**src/rtl/irq_ctrl_pkg.sv**
```systemverilog
// Shared definitions for the interrupt controller: register byte offsets,
// FSM state encoding and CTRL bit positions.
package irq_ctrl_pkg;

  // Byte offsets in the device window; only bits [4:2] are decoded.
  localparam logic [7:0] OFF_CTRL = 8'h00;
  localparam logic [7:0] OFF_MASK = 8'h04;
  localparam logic [7:0] OFF_PEND = 8'h08;
  localparam logic [7:0] OFF_VEC  = 8'h0C;
  localparam logic [7:0] OFF_EDGE = 8'h10;

  localparam int CTRL_GE = 0;

  typedef enum logic [1:0] {
    S_IDLE    = 2'd0,
    S_REQ     = 2'd1,
    S_SERVICE = 2'd2
  } state_t;

endpackage

```
**src/rtl/irq_ctrl_prio.sv**
```systemverilog
// Fixed-priority encoder: lowest set index of eligible wins.
module irq_prio_enc #(
  parameter int N_IRQ = 6
) (
  input  logic [N_IRQ-1:0] eligible,
  output logic             any,
  output logic [2:0]       idx
);

  always_comb begin
    any = 1'b0;
    idx = 3'd0;
    for (int i = N_IRQ - 1; i >= 0; i--) begin
      if (eligible[i]) begin
        any = 1'b1;
        idx = 3'(i);
      end
    end
  end

endmodule

```
**src/rtl/irq_ctrl.sv**
```systemverilog
// Memory-mapped interrupt controller feeding the CPU CP0 interrupt input.
// Define IRQ_SYNC_EN to put a 2-flop synchronizer on irq_in (adds 2 cycles).
//
//   state     | meaning
//   S_IDLE    | no request outstanding, waiting for an eligible source
//   S_REQ     | int_req high for latched int_vec, waiting for int_ack
//   S_SERVICE | source in service, no new request until EOI
module irq_ctrl
  import irq_ctrl_pkg::*;
#(
  parameter int N_IRQ = 6
) (
  input  logic             clk,
  input  logic             reset,
  input  logic [7:0]       Addr,
  input  logic             WE,
  input  logic [31:0]      Din,
  output logic [31:0]      Dout,
  input  logic [N_IRQ-1:0] irq_in,
  output logic             int_req,
  input  logic             int_ack,
  output logic [2:0]       int_vec
);

  state_t             state, state_nxt;
  logic               ge, isr_valid, isr_nxt;
  logic [N_IRQ-1:0]   mask, edge_sel, pend, pend_nxt;
  logic [N_IRQ-1:0]   irq_s, irq_q, prev;
  logic [N_IRQ-1:0]   eligible, vec_oh, w1c, ack_clr, edge_set;
  logic [2:0]         off, vec_nxt, win_idx;
  logic               win_any, eoi;
  logic               unused_bits;

  assign off         = Addr[4:2];
  assign unused_bits = ^{Addr[7:5], Addr[1:0], Din};

`ifdef IRQ_SYNC_EN
  logic [N_IRQ-1:0] sync1, sync2;
  always_ff @(posedge clk) begin
    if (reset) begin
      sync1 <= '0;
      sync2 <= '0;
    end else begin
      sync1 <= irq_in;
      sync2 <= sync1;
    end
  end
  assign irq_s = sync2;
`else
  assign irq_s = irq_in;
`endif

  assign eoi      = WE && (off == OFF_VEC[4:2]);
  assign w1c      = (WE && (off == OFF_PEND[4:2])) ? (Din[N_IRQ-1:0] & edge_sel) : '0;
  assign edge_set = irq_q & ~prev;
  assign eligible = ge ? (pend & mask) : '0;
  assign vec_oh   = N_IRQ'(1) << int_vec;

  // A fresh edge beats a same-cycle clear; level bits just follow the sampled line.
  assign pend_nxt = (edge_sel & (edge_set | (pend & ~(w1c | ack_clr)))) |
                    (~edge_sel & irq_q);

  irq_prio_enc #(.N_IRQ(N_IRQ)) u_prio (
    .eligible (eligible),
    .any      (win_any),
    .idx      (win_idx)
  );

  always_comb begin
    state_nxt = state;
    vec_nxt   = int_vec;
    isr_nxt   = isr_valid;
    ack_clr   = '0;
    case (state)
      S_IDLE: begin
        if (win_any) begin
          state_nxt = S_REQ;
          vec_nxt   = win_idx;
        end
      end
      S_REQ: begin
        if (int_ack) begin
          state_nxt = S_SERVICE;
          isr_nxt   = 1'b1;
          ack_clr   = vec_oh & edge_sel;
        end else if (!ge || !(|(eligible & vec_oh))) begin
          state_nxt = S_IDLE;
        end
      end
      S_SERVICE: begin
        if (eoi) begin
          state_nxt = S_IDLE;
          isr_nxt   = 1'b0;
        end
      end
      default: state_nxt = S_IDLE;
    endcase
  end

  always_ff @(posedge clk) begin
    if (reset) begin
      state     <= S_IDLE;
      ge        <= 1'b0;
      mask      <= '0;
      edge_sel  <= '0;
      pend      <= '0;
      irq_q     <= '0;
      prev      <= '0;
      int_req   <= 1'b0;
      int_vec   <= 3'd0;
      isr_valid <= 1'b0;
    end else begin
      irq_q     <= irq_s;
      prev      <= irq_q;
      pend      <= pend_nxt;
      state     <= state_nxt;
      int_vec   <= vec_nxt;
      isr_valid <= isr_nxt;
      int_req   <= (state_nxt == S_REQ);
      if (WE && (off == OFF_CTRL[4:2])) ge       <= Din[CTRL_GE];
      if (WE && (off == OFF_MASK[4:2])) mask     <= Din[N_IRQ-1:0];
      if (WE && (off == OFF_EDGE[4:2])) edge_sel <= Din[N_IRQ-1:0];
    end
  end

  always_comb begin
    Dout = 32'd0;
    case (off)
      OFF_CTRL[4:2]: Dout = {31'd0, ge};
      OFF_MASK[4:2]: Dout = 32'(mask);
      OFF_PEND[4:2]: Dout = 32'(pend);
      OFF_VEC[4:2]:  Dout = {isr_valid, 28'd0, int_vec};
      OFF_EDGE[4:2]: Dout = 32'(edge_sel);
      default:       Dout = 32'd0;
    endcase
  end

endmodule

```
**config.mk**
```make
export PLATFORM = sky130hd
export DESIGN_NAME = irq_ctrl
export DESIGN_NICKNAME = d
export VERILOG_FILES = /design/src/rtl/irq_ctrl_pkg.sv /design/src/rtl/irq_ctrl_prio.sv /design/src/rtl/irq_ctrl.sv
export SDC_FILE = /design/constraint.sdc
export NUM_CORES = 1
export LEC_CHECK = 0
export CELL_PAD_IN_SITES_DETAIL_PLACEMENT = 1
export CELL_PAD_IN_SITES_GLOBAL_PLACEMENT = 1
export CORE_MARGIN = 4
export CORE_UTILIZATION = 31
export CTS_BUF_LIST = sky130_fd_sc_hd__clkbuf_4
export DETAILED_ROUTE_END_ITERATION = 10
export PLACE_DENSITY_LB_ADDON = 0.1
export SLEW_MARGIN = 20
export SYNTH_ARGS = -nofsm -noshare
export SYNTH_HDL_FRONTEND = slang
export SYNTH_SLANG_ARGS = --single-unit
```
**constraint.sdc**
```tcl
create_clock -name clk -period 1.7 [get_ports clk]
set_input_delay 0.425 -clock clk [delete_from_list [all_inputs] [get_ports clk]]
set_output_delay 0.425 -clock clk [all_outputs]
set_load 0.1 [all_outputs]
```
* Word-level counts from Yosys, hierarchy flattened
Cells that the tools add are included.
** Storage, ports and cells
- Register bits after elaboration :: 38
- Bits in latches :: 0
- RAM bits :: 0
- Bits in read-only memories :: 0
- Input bits :: 50
- Memories kept :: 0
** Cells by class
- $add $sub $neg :: 0
- Multiply operators :: 0
- Div/mod/pow operators :: 0
- $lt $le $gt $ge :: 0
- Eq/ne operators :: 9
- Shifts and indexed selects :: 1
- Multiplexer cells :: 25
- Bitwise logic cells :: 14
- Reductions and logical operators :: 14
** Operator list (number)
- $pmux W32 S5 :: 1
- $and A6 B6 Y6 :: 8
- $mux W6 :: 4
- $mux W3 :: 6
- $not A6 Y6 :: 3
- $or A6 B6 Y6 :: 3
- $mux W1 :: 8
- $mux W2 :: 4
- $eq A3 B2 Y1 const B :: 2
- $pmux W2 S3 :: 1
- $reduce_or A6 Y1 :: 1
- $shl A1 B3 Y6 const A :: 1
- $logic_and A1 B1 Y1 :: 5
- $eq A2 B1 Y1 const B :: 2
- $ne A2 B2 Y1 const B :: 2
- $eq A3 B1 Y1 const B :: 1
- $eq A3 B3 Y1 const B :: 1
- $logic_not A3 Y1 :: 1
- $reduce_and A3 Y1 :: 1
- $eq A2 B2 Y1 const B :: 1
- $logic_not A1 Y1 :: 2
- $logic_not A2 Y1 :: 1
- $pmux W1 S2 :: 1
- $reduce_and A2 Y1 :: 1
- 2 further kinds :: 2

* Depth between registers and ports, before layout
- Word-level depth :: 11
- Gate-level depth with buffers :: 6
- Depth with buffers taken out :: 4

* Cells and area by module
From an unflattened synthesis, not the netlist that was laid out.
** Unflattened totals
- Cells, all modules :: 225
- Area total of the unflattened synthesis :: 1948.1 µm²
** Modules (own cells, without submodules)
- irq_ctrl :: times used 1, cells each 215, area each 1890.6 µm²
- irq_prio_enc :: times used 1, cells each 10, area each 57.6 µm²

* Worst setup path before layout
Ideal clock, no wire load.
- Path type :: reg2out
- Start point :: register int_vec[0]
- End point :: output port Dout[0]
- Arrival :: 3.572 ns
- Required time :: 1.275 ns
- Setup slack :: -2.297 ns
- Stages on the path, launching flop included :: 5
- Cell sequence :: dfxtp_1 -> buf_4 -> mux4_2 -> inv_1 -> o21ai_0
** Between the ends
- Longest elaborated chain between the ends :: 1
** Ends and longest elaborated chain
- from (decl) :: RTL line irq_ctrl.sv:22 : output logic [2:0] int_vec
- from (signal assigned) :: RTL line irq_ctrl.sv:117 : int_vec <= vec_nxt;
- $pmux W32 S5 :: RTL line irq_ctrl.sv:128 : case (off)
- to (decl) :: RTL line irq_ctrl.sv:18 : output logic [31:0] Dout,
No other way between the ends.

* Worst setup path after layout
Ends and elaborated chain as after synthesis.

==> impl_metrics.env <==
export IMPL_antenna_found_initial=0
export IMPL_comb_power_share_pct=25.4
export IMPL_crit_required_ns=1.27
export IMPL_postSynthCellCount=219
export IMPL_grt_max_degree=26
export IMPL_whs_ns=0.471
export IMPL_worst_setup_path_type="reg -> out"
export IMPL_pwr_share_clk_pct=25.2
export IMPL_synthFlopType="dfxtp_1"
export IMPL_crit_path_end_kind="output port"
export IMPL_clockRootBuffer="clkbuf_4"
export IMPL_synthArstFlopShare_pct=0
export IMPL_intPower_uw=1210
export IMPL_violations="setup timing"
export IMPL_power_frac_seq_pct=49.4
export IMPL_dp_slack_ns=-0.652
export IMPL_coreArea_sq_mm=0.00603
export IMPL_io_pins=86
export IMPL_fin_crit_sh_pct=113
export IMPL_gp_congestion=0.783
export IMPL_cts_hold_buf=0
export IMPL_dp_final_hpwl_mm=4.15
export IMPL_fin_worst_skew_ns=0.0144
export IMPL_ys_types=43
export IMPL_power_leakage_uw=0.00107
export IMPL_rsz0062_at_grt="yes"
export IMPL_die_w_microns=87.7
export IMPL_die_area_sq_mm=0.00769
export IMPL_syn_area_sq_mm=0.00197
export IMPL_switching_share_pct=35.8
export IMPL_synth_edf_count=0
export IMPL_drive_gt1_share_pct=30.3
export IMPL_cts_tree="yes"
export IMPL_status="finished with violations"
export IMPL_critPathArrivalTime_ns=1.49
export IMPL_ir_drop_mv=0.334
export IMPL_grt_overflow_total=0
export IMPL_routed_via_count=1699
export IMPL_yosysSeqAreaShare_pct=38.7
export IMPL_final_common_cell="dfxtp_1"
export IMPL_area_growth_pct=41.2
export IMPL_initial_core_util_pct=32.7
export IMPL_track_usage_pct=15.0
export IMPL_drt_initial_drc_count=99
export IMPL_crit_path_max_fanout=2
export IMPL_rows=28
export IMPL_routedWlPerCell_microns=15.6
export IMPL_hp_class="reg -> reg"
export IMPL_antenna_cells=0
export IMPL_clkTransAtPathRegs_ns=0.12
export IMPL_clock_sinks=38
export IMPL_drt_total_wl_mm=5.43
export IMPL_syn_area_per_cell_sq_um=8.99
export IMPL_die_h_microns=87.7
export IMPL_crit_path_start_kind="flop"
export IMPL_synth_seq_cells=38
export IMPL_hold_viol=0
export IMPL_mostFrequentLayoutCells="dfxtp_1, conb_1, buf_4"
export IMPL_cts_buffer_depth=2
export IMPL_worstSkewPairLatency_ns=0.35
export IMPL_max_freq_mhz=522
export IMPL_first_global_vias=1753
export IMPL_setup_violations=6
export IMPL_port_buffers=29
export IMPL_period_needed_ns=1.92
export IMPL_dr_pass1_iters=4
export IMPL_maxCapViolations=0
export IMPL_final_nets=323
export IMPL_fin_ws_ns=-0.215
export IMPL_htree_levels=2
export IMPL_ant_nets=0
export IMPL_via_per_inst=4.87
export IMPL_p_sw_uw=672
export IMPL_cts_buffers=5
export IMPL_grt_pass1_wl_mm=8.85
export IMPL_drv_slew=0
export IMPL_drc=0
export IMPL_p_per_area_mw_per_mm2=676
export IMPL_yosysWarnings=0
[synthesized netlist by cell type (2+ instances only)]
master | n | area share [%]
a211oi_1 | 4 | 1.5
a21o_1 | 4 | 1.5
a21oi_1 | 5 | 1.3
a22o_1 | 7 | 3.1
a22oi_1 | 5 | 1.9
buf_2 | 4 | 1.0
buf_4 | 28 | 11
clkbuf_1 | 2 | 0.38
dfxtp_1 | 38 | 39
inv_1 | 2 | 0.38
mux2_2 | 2 | 1.1
mux2i_1 | 13 | 6.6
mux4_2 | 2 | 2.3
nand2_1 | 24 | 4.6
nand3_1 | 4 | 1.0
nand3b_1 | 2 | 0.76
nand4_1 | 2 | 0.64
nor2_1 | 19 | 3.6
nor2b_1 | 15 | 4.8
nor3_1 | 3 | 0.76
nor3b_1 | 2 | 0.76
nor4_1 | 2 | 0.64
o21ai_0 | 10 | 2.5
[path summary, 6_finish.rpt]
kind | startpoint | to | slack [ns] | cells past startpoint
setup reg to reg | int_vec[0] | pend[1] | 0.06 | 5
hold / removal | irq_q[1] | prev[1] | 0.47 | 1
setup / recovery | int_vec[0] | Dout[0] | -0.22 | 4
hold reg to reg | irq_q[1] | prev[1] | 0.47 | 1
[routing by layer]
layer / GRT usage, % / vias up / part of all wire [%]
met5: 0 / - / 0
met4: 4.18 / 0 / 0.79
met3: 3.29 / 5 / 5.0
met2: 24.9 / 46 / 47
met1: 19.4 / 820 / 47
li1: - / 828 / -
[power by group through the flow]
stage               clock network (uW)  registers [uW]  logic, uW
floorplan                            0             945        397
global placement                     0             948        459
detailed placement                   0             949        462
CTS                                496             929        476
global route                       535             931        498
finish                             474             927        477
[flip-flops by register name, indices dropped and copies added (netlist names)]
name	cells
int_req	1
mask	6
ge	1
state	2
edge_sel	6
isr_valid	1
int_vec	3
prev	6
irq_q	6
pend	6
[area by class of cell]
type	count	area, sq um
multi-input combinational	168	1180
clock buffer	6	45.0
tap	75	93.8
fill	712	3250
sequential	38	777
inverter	2	7.51
timing repair buffer	58	664
clock inverter	2	8.76
[repair_timing]
item,CTS,global route
pin swaps,10,2
setup buffers,2,2
gates resized for setup,26,9
setup endpoints to repair,7,7
[metrics by stage]
stage	instance area (sq um)	cells	TNS [ns]	total power (uW)	util, %
finish	2780	349	-0.547	1880	46.1
global route	2780	349	-0.841	1960	46.1
CTS	2760	348	-0.645	1900	45.8
detailed placement	2640	338	-9.33	1410	43.9
global placement	2640	338	-8.85	1410	43.9
floorplan	2190	243	-1.24	1340	-
[worst max-delay path, cell delays in order (launching register included)]
cell	delay, ns
dfxtp_4	0.37
mux4_2	0.47
inv_2	0.08
o21ai_4	0.06
buf_12	0.16
[cells by family (layout without fill, tap and decap cells)]
group	Yosys count	count (layout)	synth area share, %
other cells	1	25	0.191
flops	38	38	38.7
buf+inv	37	68	12.7
simple gates	85	85	23.9
mux	17	17	10.0
compound gates	41	41	14.6
Note: power is estimated with default switching activity, not from simulation.
